## config.mk

```make
export PLATFORM = sky130hd
export DESIGN_NAME = node_rec_collector
export DESIGN_NICKNAME = d
export VERILOG_FILES = /design/src/rtl/node_rec_collector.sv
export SDC_FILE = /design/constraint.sdc
export NUM_CORES = 1
export LEC_CHECK = 0
export BUFFER_PORTS_ARGS = -buffer_cell sky130_fd_sc_hd__buf_2
export CORE_MARGIN = 2
export CORE_UTILIZATION = 43
export DETAILED_ROUTE_END_ITERATION = 16
export PLACE_DENSITY = 0.73
export REMOVE_ABC_BUFFERS = 1
export SLEW_MARGIN = 20
export SYNTH_ARGS = -nofsm -noshare
export SYNTH_HDL_FRONTEND = slang
export SYNTH_SLANG_ARGS = --single-unit
```

## constraint.sdc

```tcl
create_clock -name clk -period 1.8 [get_ports clk]
set_clock_uncertainty 0.15 [all_clocks]
set_input_delay 0.09 -clock clk [delete_from_list [all_inputs] [get_ports clk]]
set_output_delay 0.09 -clock clk [all_outputs]
set_load 0.03 [all_outputs]
```

## src/rtl/node_rec_collector.sv

```systemverilog
// Registers the 32 per-node CAN receive-request strobes into one vector and
// derives any/multi/lowest-index summary flags from the same sampled word.
module node_rec_collector (
    input  logic        clk,
    input  logic        rst,
    input  logic        can_rec0,
    input  logic        can_rec1,
    input  logic        can_rec2,
    input  logic        can_rec3,
    input  logic        can_rec4,
    input  logic        can_rec5,
    input  logic        can_rec6,
    input  logic        can_rec7,
    input  logic        can_rec8,
    input  logic        can_rec9,
    input  logic        can_rec10,
    input  logic        can_rec11,
    input  logic        can_rec12,
    input  logic        can_rec13,
    input  logic        can_rec14,
    input  logic        can_rec15,
    input  logic        can_rec16,
    input  logic        can_rec17,
    input  logic        can_rec18,
    input  logic        can_rec19,
    input  logic        can_rec20,
    input  logic        can_rec21,
    input  logic        can_rec22,
    input  logic        can_rec23,
    input  logic        can_rec24,
    input  logic        can_rec25,
    input  logic        can_rec26,
    input  logic        can_rec27,
    input  logic        can_rec28,
    input  logic        can_rec29,
    input  logic        can_rec30,
    input  logic        can_rec31,
    output logic [31:0] can_rec,
    output logic        rec_any,
    output logic        rec_multi,
    output logic [4:0]  rec_idx
);

    logic [31:0] word;
    logic        any_d;
    logic        multi_d;
    logic [4:0]  idx_d;

    assign word = {can_rec31, can_rec30, can_rec29, can_rec28,
                   can_rec27, can_rec26, can_rec25, can_rec24,
                   can_rec23, can_rec22, can_rec21, can_rec20,
                   can_rec19, can_rec18, can_rec17, can_rec16,
                   can_rec15, can_rec14, can_rec13, can_rec12,
                   can_rec11, can_rec10, can_rec9,  can_rec8,
                   can_rec7,  can_rec6,  can_rec5,  can_rec4,
                   can_rec3,  can_rec2,  can_rec1,  can_rec0};

    // Clearing the lowest set bit leaves something iff two or more bits were set.
    always_comb begin
        any_d   = |word;
        multi_d = |(word & (word - 32'd1));
        idx_d   = 5'd0;
        for (int i = 31; i >= 0; i--) begin
            if (word[i]) idx_d = 5'(i);
        end
    end

    always_ff @(posedge clk) begin
        if (rst) begin
            can_rec   <= 32'h0;
            rec_any   <= 1'b0;
            rec_multi <= 1'b0;
            rec_idx   <= 5'd0;
        end else begin
            can_rec   <= word;
            rec_any   <= any_d;
            rec_multi <= multi_d;
            rec_idx   <= idx_d;
        end
    end

endmodule

```

==> Yosys cells after proc, flatten, opt, wreduce, memory -nomap -nowiden <==
Index checks and enable logic that the tools add are counted.
{ "word_totals": {"register_bits": 39, "inputBits": 34, "elab_cells": 48} }
{ "classes": {"n_addsub": 1, "n_mux": 31, "bitwise_logic": 1, "reduce_logical": 7} }
{ "ops": {"columns": ["op", "count"], "rows": [
  ["$mux W5", 16],
  ["$reduce_or A32 Y1", 2],
  ["$and A32 B32 Y32", 1],
  ["$mux W4", 8],
  ["$sub A32 B1 Y32 const B", 1],
  ["$reduce_or A17 Y1", 1],
  ["$mux W3", 4],
  ["$reduce_or A9 Y1", 1],
  ["$reduce_or A5 Y1", 1],
  ["$mux W2", 2],
  ["$reduce_or A3 Y1", 1],
  ["$reduce_or A2 Y1", 1],
  ["$mux W1", 1]
]} }

==> Depth between registers and ports, before layout <==
Gate-level depths: netlist of run 1.
{ "depth": {"depth_word": 31, "ltp_mapped": 7, "depth_no_buf": 6} }

==> Worst setup path after synthesis of run 1 <==
OpenSTA, ideal clock, no wires.
{ "synth_timing": {"kind": "input -> register", "start": "in can_rec4", "end": "reg rec_multi", "setup_time_ns": 0.138, "arrival_ns": 1.478, "required_time_ns": 1.512, "path_slack_ns": 0.033, "path_stages": 7, "path_cell_list": "clkbuf_1 or4_4 or4_4 a211oi_2 a21oi_1 o31ai_1 a41oi_1"} }
{ "synth_between": {"elab_chain_len": 3} }
{ "synth_rtl": {"columns": ["item", "line", "source"], "rows": [
  ["start: declaration", "10", "input logic can_rec4,"],
  ["$sub A32 B1 Y32", "61", "multi_d = |(word & (word - 32'd1));"],
  ["$and A32 B32 Y32 (*)", "61", null],
  ["$reduce_or A32 Y1 (*)", "61", null],
  ["end signal: assignment", "77", "rec_multi <= multi_d;"],
  ["end: declaration", "40", "output logic rec_multi,"]
]} }
Mark *: on every way between the ends. The rest lies on a longest branch, timed or not.
A chain may end at the register's enable or synchronous reset.

==> Worst setup path after layout of run 1 <==
{ "layout_timing": {"start": "in can_rec29", "end": "reg rec_idx[0]"} }
{ "layout_between": {"elab_chain_len": 29} }
{ "layout_rtl": {"columns": ["item", "line", "source"], "rows": [
  ["start: declaration", "35", "input logic can_rec29,"],
  ["$mux W5 (14 in a row)", "64", "if (word[i]) idx_d = 5'(i);"],
  ["$mux W4 (8 in a row)", "64", null],
  ["$mux W3 (4 in a row)", "64", null],
  ["$mux W2 (2 in a row)", "64", null],
  ["$mux W1", "64", null],
  ["end signal: assignment", "78", "rec_idx <= idx_d;"],
  ["end: declaration", "41", "output logic [4:0] rec_idx"]
]} }
Every way passes these cells.

==> results of run 1 <==
## flip-flops by register name, summed over array words and instances, names as in the netlist
| name | cells |
|---|---|
| can_rec | 32 |
| rec_idx | 5 |
| rec_any | 1 |
| rec_multi | 1 |
## report_power, final
part | leakage, nW | switching, mW | internal [mW]
combinational | 0.812 | 0.251 | 0.165
clock | 0.0422 | 0.299 | 0.272
sequential | 0.324 | 0.00877 | 0.905
## routing by layer
layer / track usage (%) / up-vias
met5: 0 / -
met4: 7.000 / 0
met3: 3.947 / 7
met2: 33.37 / 69
met1: 28.85 / 864
li1: - / 954
## area by class of cell
class | count | area, µm² | share of cell area [%]
inverter | 7 | 26.28 | 1.005
multi-input combinational | 144 | 924.6 | 35.38
timing repair buffer | 118 | 738.2 | 28.24
tap | 50 | 62.56 | 2.393
clock inverter | 1 | 5.005 | 0.1915
clock buffer | 7 | 76.32 | 2.920
sequential | 39 | 780.7 | 29.87
## worst min-delay path, delay by kind of cell
kind                   cells  cell delay [ns]
AOI/OAI and AO/OA          1             0.07
buffers and inverters      2             0.24
## cells in the final DEF, fill, tap and decap left out, drive strengths merged, types with 2 or more instances in the layout
cell,count
nand2,7
a2111oi,3
o21ai,13
a21oi,14
o32ai,4
a211o,2
nor4,9
clkbuf,7
dfxtp,39
o31ai,3
inv,7
nor2,27
nor2b,25
dlygate4sd3,13
nand2b,2
a211oi,3
or4,3
or3,3
nor3,10
buf,105
## cell families after synthesis
kind of cell / synth area share [%]
adder cells (fa/ha/maj): 0.5650
AND/OR/NAND/NOR: 29.66
AO/OA/AOI/OAI: 21.40
buffers and inverters: 4.308
flip-flops: 44.07
## worst paths after layout
path	startpoint	to	slack, ns	cells past startpoint
worst max-delay path	can_rec29	rec_idx[0]	0.07	8
worst min-delay path	can_rec2	rec_idx[2]	0.01	3
## timing repair
action                     4_1_cts  5_1_grt
hold endpoints to repair        13        0
resized for setup                0        2
hold buffers                    13        0
setup endpoints to repair        0        2
## metrics by stage
step           power (mW)  util, %  setup WS [ns]  std cells  cell area (µm²)
6_report            1.901    65.82        0.07094        366             2614
5_1_grt             1.977    65.82        0.01213        366             2614
4_1_cts             1.902    65.56        0.02761        366             2604
3_5_place_dp        1.322    60.24        -0.1395        345             2392
3_3_place_gp        1.319    60.24        -0.1291        345             2392
2_1_floorplan       1.111        -        0.09895        190             1722
==> flow_metrics.py, run 1 <==
metrics = {
    "route": {
        "wl_mm": 4.848,
        "routed-wl-met3_um": 299,
        "drt_iter0_drc": 142,
        "route.top_layer_used": "met4",
        "drc_errors": 0,
        "wl_met2_mm": 2.313,
        "m1WireLength_mm": 2.171,
        "drtPass1Iterations": 4,
        "viasPerCell": 5.175,
        "ant_nets": 0,
        "dr_total_vias": 1894,
        "wl_per_cell_um": 13.25,
    },
    "yosys": {
        "synth.distinct_cells": 43,
        "synth_seq_area_share_pct": 44.07,
        "syn_area_um2": 1772,
        "ys_top_cells_by_count": "dfxtp_1 (39), nor2_1 (27), nor2b_1 (25), a21oi_1 (14), o21ai_0 (13)",
        "synth_edf_count": 0,
        "synth_area_leaders": "dfxtp_1 (44%), nor2b_1 (8.8%), nor2_1 (5.7%), a21oi_1 (4.0%), o21ai_0 (3.7%)",
        "ys_ff_latch": 39,
        "syn_avg_cell_area_um2": 8.814,
        "synth_top_area_share_pct": 44.07,
        "yosys.area.top_type": "dfxtp_1",
        "synth_most_common_cell": "dfxtp_1",
        "synthFlopType": "dfxtp_1",
        "synthArstFlopShare_pct": 0,
        "synthCells": 201,
        "yosysWarnings": 0,
    },
    "pwr": {
        "powerDensity_nw_per_um2": 727.3,
        "leakagePower_nw": 1.178,
        "ir_worst_vdd_mv": 0.3175,
    },
    "global_route": {
        "grt_overflow": 0,
        "grt_max_degree": 38,
        "grt_usage_pct": 21.10,
        "antenna_found_initial": 0,
        "grt_pass1_wl_mm": 7.396,
        "grt_pass1_vias": 1600,
    },
    "timing": {
        "hold_viol_final": 0,
        "rsz0062_at_grt": "false",
        "drv_slew": 0,
        "worst_pin_slew_ns": 0.4955,
        "setup_tns_ns": 0,
        "max_freq_ghz": 0.5783,
        "setup_viol": 0,
        "finalCritPeriodShare_pct": 96.06,
        "max-slew-margin-rel_pct": 66.12,
        "period_minus_slack_ns": 1.729,
        "whs_ns": 0.01180,
    },
    "worst_setup_path": {
        "cp_slowest_stage_delay_ns": 0.56,
        "crit_path_max_fanout": 4,
        "path_class": "in2reg",
        "end_kind": "flip-flop",
        "critPathSlowestCell": "dlygate4sd3_1",
        "critPathTopFamily": "compound AO/OA/AOI/OAI gates",
        "critPathLaunchType": "primary input",
        "crit_required_ns": 1.82,
        "cp_num_buf_inv": 3,
        "crit_top_cell": "a21oi_1",
        "crit_chain": "buf_2 > dlygate4sd3_1 > inv_1 > a21oi_1 > o21ai_0 > a21oi_1 > o41ai_2 > a21oi_1",
        "worstPathArrival_ns": 1.75,
    },
    "cts": {
        "cts.sinks": 39,
        "clock_path_buffers": 2,
        "cts_made_buffers": 5,
        "post_cts_buffers": 0,
        "clkSlewWorstSetupHoldPaths_ns": 0.07,
        "h-tree-depth": 2,
        "tritoncts": "done",
        "clock-root-buffer": "clkbuf_8",
    },
    "floorplanning": {
        "placementRows": 23,
        "dieWidth_um": 68.19,
        "start_util_pct": 44.61,
        "die_h_um": 68.19,
        "boundaryPins": 73,
        "dieArea_um2": 4650,
        "core_area_um2": 3971,
    },
    "finish": {
        "antenna_cells": 0,
        "synthToLayoutAreaGrowth_pct": 47.53,
        "layout.nets": 349,
        "drive_gt1_share_pct": 39.87,
        "fill_cells": 335,
    },
    "placement": {
        "dp_hpwl_mm": 3.420,
        "portBuffers": 72,
        "gp_congestion": 0.9104,
    },
    "job": {
        "max_cap_viol_count": 0,
    },
    "run_status": {
        "status": "completed",
    },
    "hold_path": {
        "hp-class": "in2reg",
    },
}
Power figures use the tool's default switching activity.
==> run 2: changes to the inputs <==
- ABC_AREA: not set -> 1
- PLACE_DENSITY: 0.73 -> 0.72
==> run 2 against run 1 <==
  * The run now ends with hold timing, setup timing left
  * Global-route usage rose by 2.4 points
  * Flip-flop and latch count did not move
  * Core utilization rose by 7.0 points
  * Power rose by 2.1%
  * Cell count rose by 27%
  * Routed wire length rose by 6.3%
  * Combinational power rose by 8.4%
  * Sequential share of layout area fell by 3.2 points
  * Design area rose by 12%
  * Critical endpoint is now rec_multi
  * Largest cell class is now non-clock buffers
  * Largest power group unchanged
  * Highest routed layer unchanged
==> flow_metrics.py, run 2 <==
metrics = {
    "yosys": {
        "ys_ff_latch": 39,
        "synthCells": 267,
        "synth.distinct_cells": 26,
        "synthArstFlopShare_pct": 0,
        "yosys.area.top_type": "dfxtp_1",
        "syn_avg_cell_area_um2": 6.757,
        "synth_edf_count": 0,
        "syn_area_um2": 1804,
        "synth_area_leaders": "dfxtp_1 (43%), nor2_1 (12%), nand2_1 (11%), inv_1 (10%), a21oi_1 (3.1%)",
        "yosysWarnings": 0,
        "synth_most_common_cell": "nor2_1",
        "synth_seq_area_share_pct": 43.27,
        "synth_top_area_share_pct": 43.27,
        "synthFlopType": "dfxtp_1",
        "ys_top_cells_by_count": "nor2_1 (60), nand2_1 (55), inv_1 (49), dfxtp_1 (39), a21oi_1 (11)",
    },
    "route": {
        "viasPerCell": 4.572,
        "wl_per_cell_um": 11.08,
        "ant_nets": 0,
        "dr_total_vias": 2126,
        "drtPass1Iterations": 4,
        "drt_iter0_drc": 102,
        "drc_errors": 0,
        "wl_mm": 5.153,
    },
    "job": {
        "max_cap_viol_count": 0,
    },
    "run_status": {
        "status": "finished, violations left",
        "violations": "hold timing, setup timing",
    },
    "timing": {
        "whs_ns": -0.002212,
        "setup_tns_ns": -0.1579,
        "timing.final.ws_setup_ns": -0.1579,
        "max-slew-margin-rel_pct": 73.55,
        "worst_pin_slew_ns": 0.3867,
        "period_minus_slack_ns": 1.958,
        "finalCritPeriodShare_pct": 108.8,
        "setup_viol": 1,
        "max_freq_ghz": 0.5108,
        "hold_viol_final": 1,
        "rsz0062_at_grt": "true",
        "drv_slew": 0,
    },
    "finish": {
        "synthToLayoutAreaGrowth_pct": 62.55,
        "top_regs": "can_rec x32, rec_idx x5",
        "antenna_cells": 0,
        "final_cell_area_um2": 2933,
        "layout.nets": 448,
        "mostFrequentLayoutCell": "buf_2",
        "fin_cells": 465,
        "largest_reg_flops": 32,
        "drive_gt1_share_pct": 35.90,
        "regMostFlops": "can_rec",
        "fill_cells": 353,
        "utilization_pct": 72.80,
        "final_cell_mix": "buf_2 (70), nor2_1 (59), nand2_1 (55)",
    },
    "placement": {
        "dp_cells": 436,
        "portBuffers": 72,
        "gp_congestion": 0.8326,
        "dp_hpwl_mm": 3.636,
        "placed_cell_area_um2": 2595,
    },
    "global_route": {
        "grt_pass1_vias": 2051,
        "busiest_layer": "met2",
        "use_met3_pct": 5.844,
        "grt_max_degree": 21,
        "globalRouteMet1Util_pct": 27.92,
        "grt.met2_usage_pct": 40.38,
        "grt_pass1_wl_mm": 8.424,
        "antenna_found_initial": 0,
        "grt_usage_pct": 23.55,
        "grt_overflow": 0,
    },
    "cts": {
        "clock-root-buffer": "clkbuf_8",
        "clkSlewWorstSetupHoldPaths_ns": 0.07,
        "cts_made_buffers": 5,
        "clock_path_buffers": 2,
        "cts.sinks": 39,
        "tritoncts": "done",
        "post_cts_buffers": 0,
        "h-tree-depth": 2,
    },
    "worst_setup_path": {
        "end_kind": "flip-flop",
        "crit_path_max_fanout": 3,
        "crit_required_ns": 1.85,
        "worstPathArrival_ns": 2.00,
        "path_class": "in2reg",
        "critPathLaunchType": "primary input",
    },
    "pwr": {
        "powerDensity_nw_per_um2": 661.8,
        "ir_worst_vdd_mv": 0.5358,
        "leakagePower_nw": 1.582,
    },
    "floorplanning": {
        "start_util_pct": 44.78,
        "placementRows": 23,
        "dieArea_um2": 4730,
        "boundaryPins": 73,
        "core_area_um2": 4029,
        "dieWidth_um": 68.78,
        "die_h_um": 68.78,
    },
    "hold_path": {
        "hp-class": "in2reg",
        "hold_depth": 4,
    },
}
run 2: cell count changes after synthesis, moves of 4 or more:
| cell | previous run | this run |
|---|---|---|
| nand3_1 | 1 | 5 |
| nand2_1 | 7 | 55 |
| o32ai_1 | 4 | 0 |
| inv_1 | 7 | 49 |
| nor2_2 | 0 | 4 |
| nor3_1 | 10 | 4 |
| nor2_1 | 27 | 60 |
| nor2b_1 | 25 | 0 |
run 2: report_power, final:
group	switching, mW	leakage [nW]	total [mW]	internal [mW]
Combinational	0.261	1.22	0.451	0.190
Clock	0.305	0.0422	0.577	0.272
Sequential	0.00870	0.324	0.914	0.905
run 2: cell families after synthesis:
family / after synthesis / share of synthesized area (%)
simple gates: 140 / 33.56
buf+inv: 55 / 11.44
flops: 39 / 43.27
compound gates: 33 / 11.72
run 2: cell type report:
class / instances / area, µm² / share of cell area (%)
Clock buffer: 7 / 76.32 / 2.602
Sequential cell: 39 / 780.7 / 26.62
Clock inverter: 1 / 5.005 / 0.1706
Tap cell: 50 / 62.56 / 2.133
Multi-Input combinational cell: 173 / 850.8 / 29.01
Timing Repair Buffer: 144 / 965.9 / 32.94
Inverter: 51 / 191.4 / 6.527
run 2: what timing repair did:
item                                   CTS  global route
gates resized for setup                  2             7
setup endpoints to repair                1             2
hold buffers                            21             0
endpoints found under the hold margin   22             0
run 2: through the flow:
step	hold WS [ns]	worst slack, ns	power (mW)
3_5_place_dp	0.1981	-0.4469	1.334
6_report	-0.002212	-0.1579	1.941
4_1_cts	0.004254	-0.1023	1.942
3_3_place_gp	0.1923	-0.3548	1.329
5_1_grt	0.01778	-0.3767	2.037
2_1_floorplan	0.009066	-0.1932	1.135
run 2: worst paths after layout:
| kind | startpoint | endpoint | slack [ns] |
|---|---|---|---|
| setup / recovery | can_rec5 | rec_multi | -0.16 |
| hold / removal | can_rec31 | can_rec[31] | -0.002 |
run 2: worst max-delay path, cell delays in order:
cell and delay (ns):
buf_2 0.12, nor2_1 0.27, nand2_4 0.11, nor3_4 0.14, nand3_2 0.12, nor2_4 0.11, inv_2 0.04, nor2_2 0.09
inv_2 0.06, nor2_4 0.12, nand2_4 0.08, o21ai_2 0.11, nand4_1 0.12, a2111oi_4 0.21, nand3_1 0.10, nand2_1 0.07
inv_1 0.03
run 2: layer usage:
layer  part of all wire, %  vias up
li1                      -     1113
met1                    45      938
met2                    48       64
met3                   5.6       11
met4                   1.7        0
met5                     0        -
